## src/rtl/ci157_mux.sv

```systemverilog
// 74LS157-style 2:1 data selector with active-low strobe, plus a registered
// copy of the selected data and of the select line for clocked consumers.
module ci157_mux #(
    parameter int WIDTH = 4
) (
    input  logic             clk,
    input  logic             rst,
    input  logic             select,
    input  logic             strobe_n,
    input  logic [WIDTH-1:0] A,
    input  logic [WIDTH-1:0] B,
    output logic [WIDTH-1:0] S,
    output logic [WIDTH-1:0] S_q,
    output logic             sel_q
);

    logic [WIDTH-1:0] data_d;
    logic [WIDTH-1:0] data_q;
    logic             sel_d;
    logic             sel_q_r;

    // Selector: the conditional operator lets an X on select propagate to S
    // rather than silently choosing one channel.
    always_comb begin
        data_d = {WIDTH{1'b0}};
        sel_d  = select;
        data_d = strobe_n ? {WIDTH{1'b0}} : (select ? B : A);
    end

    // Output registers load every cycle; reset clears them without a clock.
    always_ff @(posedge clk or posedge rst) begin
        if (rst) begin
            data_q  <= {WIDTH{1'b0}};
            sel_q_r <= 1'b0;
        end else begin
            data_q  <= data_d;
            sel_q_r <= sel_d;
        end
    end

    assign S     = data_d;
    assign S_q   = data_q;
    assign sel_q = sel_q_r;

endmodule

```

## config.mk

```make
export PLATFORM = sky130hd
export DESIGN_NAME = ci157_mux
export DESIGN_NICKNAME = d
export VERILOG_FILES = /design/src/rtl/ci157_mux.sv
export SDC_FILE = /design/constraint.sdc
export NUM_CORES = 1
export LEC_CHECK = 0
export CAP_MARGIN = 10
export CORE_AREA = 2 2 39 41
export DETAILED_ROUTE_END_ITERATION = 16
export DIE_AREA = 0 0 41 43
export PLACE_DENSITY = 0.57
export SLEW_MARGIN = 20
export SYNTH_ARGS = -nofsm -noshare
export SYNTH_HDL_FRONTEND = slang
export SYNTH_SLANG_ARGS = --single-unit
```

## constraint.sdc

```tcl
create_clock -name clk -period 1.3 [get_ports clk]
set_clock_uncertainty 0.1 [all_clocks]
set_input_delay 0.39 -clock clk [delete_from_list [all_inputs] [get_ports clk]]
set_output_delay 0.39 -clock clk [all_outputs]
set_load 0.02 [all_outputs]
```

==> results.md <==
- # fillers: 156
- Clock power frac: 36.8%
- Die H: 43 um
- DRT Pass-1 Iters: 2
- H-tree levels: 1
- Cell row count: 14
- CP Data Arrival Time: 920 ps
- #FFs+latches synth: 5
- Detail Route Antenna Nets: 0
- Initial antenna violation count: 0
- Slowest CP cell: nor2_2
- Int Power: 0.349 mW
- Failing checks: setup timing
- CP Max Fanout: 5
- CP bufs+invs: 2
- Routed vias: 216
- Leak Pwr: 0.244 nW
- Setup crit start kind: primary input
- Final Hold Vio Count: 0
- Critical path class: in -> out
- Footprint of the multi-input gates: 72.6 um2
- Utilization after layout: 32.6%
- Initial core utilization: 13.7%
- Sw frac: 24.4%
- Share of cells above drive strength 1: 77.8%
- Cells along the critical path: buf_12 > mux2i_2 > nor2_2 > buf_6
- Crit path max-delay family: buffers and inverters
- Aggregate global routing overflow: 0
- I/O pins: 21
- 1st-iter DRT viols: 2
- Psw: 0.113 mW
- Drc violations: 0
- Flop pwr share: 36.2%
- Gate power share: 27.0%
- Worst slack, placed: -1070 ps
- Port-buffer cells: 20
- Synth Cell Area: 189 um2
- Die Span X: 41 um
- Maxcap violations: 0
- Routed Wire Length: 554 um
- Core Area: 1380 um2
- Tmin final: 1410 ps
- Vias in the first global route: 218
- Die area: 1760 um2
- CTS tree: done
- Slew Limit Fails: 0
- CTS Root Cell: clkbuf_4
- Slowest stage delay, CP: 150 ps
- Post-DR vias/cell: 3.54
- Post-DP Area: 437 um2
- Count of different cell masters after synthesis: 5
- Endpoints failing setup: 4
- Most frequent cells in the layout: 13 x buf_2, 7 x buf_4, 5 x dfrtp_1
- Tcrit/Tclk final: 109%
- Largest net degree at the start of global routing: 6
- Clock-pin slew on the worst setup and hold paths: 40 ps
- Syn_nets: 27
- CP required: 810 ps
- Pwr Total: 0.462 mW
- Max VDD drop: 337 uV
- Layout area overhead: 139%
- Cell area after layout: 452 um2
- CTS sink cnt: 5
- Worst Setup End Kind: output port
- Layout net count: 58
- Syn Area/Cell: 12.6 um2
- Achievable Freq: 708 MHz
- Total GRT Usage: 7.97%
- TNS Setup: -376 ps
- Cts bufs inserted: 3
- Most common cell after layout, fill and taps aside: buf_2
- Worst Setup Slack, final: -112 ps
- Sequential share of the synthesized area: 66.2%
- Min-Delay Path Class: in -> reg
- Maximum clock insertion buffer count: 2
- DP Wirelength: 397 um
- Routability cong.: 0.637
- Normalized max-slew margin: 89.0%
- Power Density: 1020 nW/um2
- First-pass GRT wire length: 855 um
- Worst-margin pin slew: 161 ps
- Synth warn: 0
- Antenna diode count: 0
- Outcome: finished, violations left
- FF/Latch Area: 125 um2
- Cells after Synth: 15
- RSZ-0062 raised after global routing: true
- DR WL/cell: 9.08 um
==> cell families after synthesis <==
family | Yosys count | share of synthesized area, %
and+or+nand+nor | 4 | 7.94
DFF | 5 | 66.2
muxes | 4 | 21.2
buffers and inverters | 2 | 4.63
==> power groups by stage <==
stage                     registers [mW]  logic [mW]  clock network [mW]
after floorplan                    0.183      0.0324                   0
after global placement             0.170       0.126                   0
after detailed placement           0.170       0.125                   0
after CTS                          0.167       0.122               0.180
after global routing               0.168       0.135               0.184
final                              0.167       0.125               0.170
==> synth_stat cells <==
cell / instances / share of area, %
nor2_1: 4 / 7.9
clkbuf_2: 1 / 2.6
inv_1: 1 / 2.0
dfrtp_1: 5 / 66
mux2i_1: 4 / 21
==> worst paths after layout <==
check / from / end / slack [ps] / depth (start not counted)
hold / removal: select / sel_q$_DFF_PP0_ / 190 / 1
min in group asynchronous: rst / S_q[0]$_DFF_PP0_ / 250 / 2
max in group asynchronous: rst / sel_q$_DFF_PP0_ / 690 / 2
setup / recovery: select / S[2] / -110 / 4
==> registers in the layout, summed over array words and instances, names as in the netlist <==
register  cells
sel_q         1
S_q           4
==> layer usage <==
layer / GRT usage [%] / vias up / wire, um / share of wire [%]
met5: 0 / - / 0 / 0
met4: 6.00 / 0 / 0 / 0
met3: 7.33 / 0 / 112 / 20
met2: 9.69 / 21 / 225 / 41
met1: 8.17 / 88 / 216 / 39
li1: - / 107 / - / -
==> repair_timing <==
item                                   in CTS  in global routing
setup endpoints to repair                  13                  4
gates resized for setup                    81                  2
pin swaps                                   4                  1
hold buffers                                0                  0
endpoints found under the hold margin       0                  0
setup buffers                               4                  0
==> metrics by stage <==
| step | hold slack [ps] | instances |
|---|---|---|
| after global routing | 181 | 61 |
| final | 187 | 61 |
| after global placement | 499 | 53 |
| after detailed placement | 500 | 53 |
| after floorplan | 68.5 | 15 |
| after CTS | 182 | 61 |
==> cell type report <==
type,count,share of cell area (%)
inverters,1,0.831
repair buffers,27,45.2
well taps,16,4.43
flip-flops and latches,5,27.7
clock buffers,4,5.82
multi-input cells,8,16.1
(Power assumes the default switching activity.)
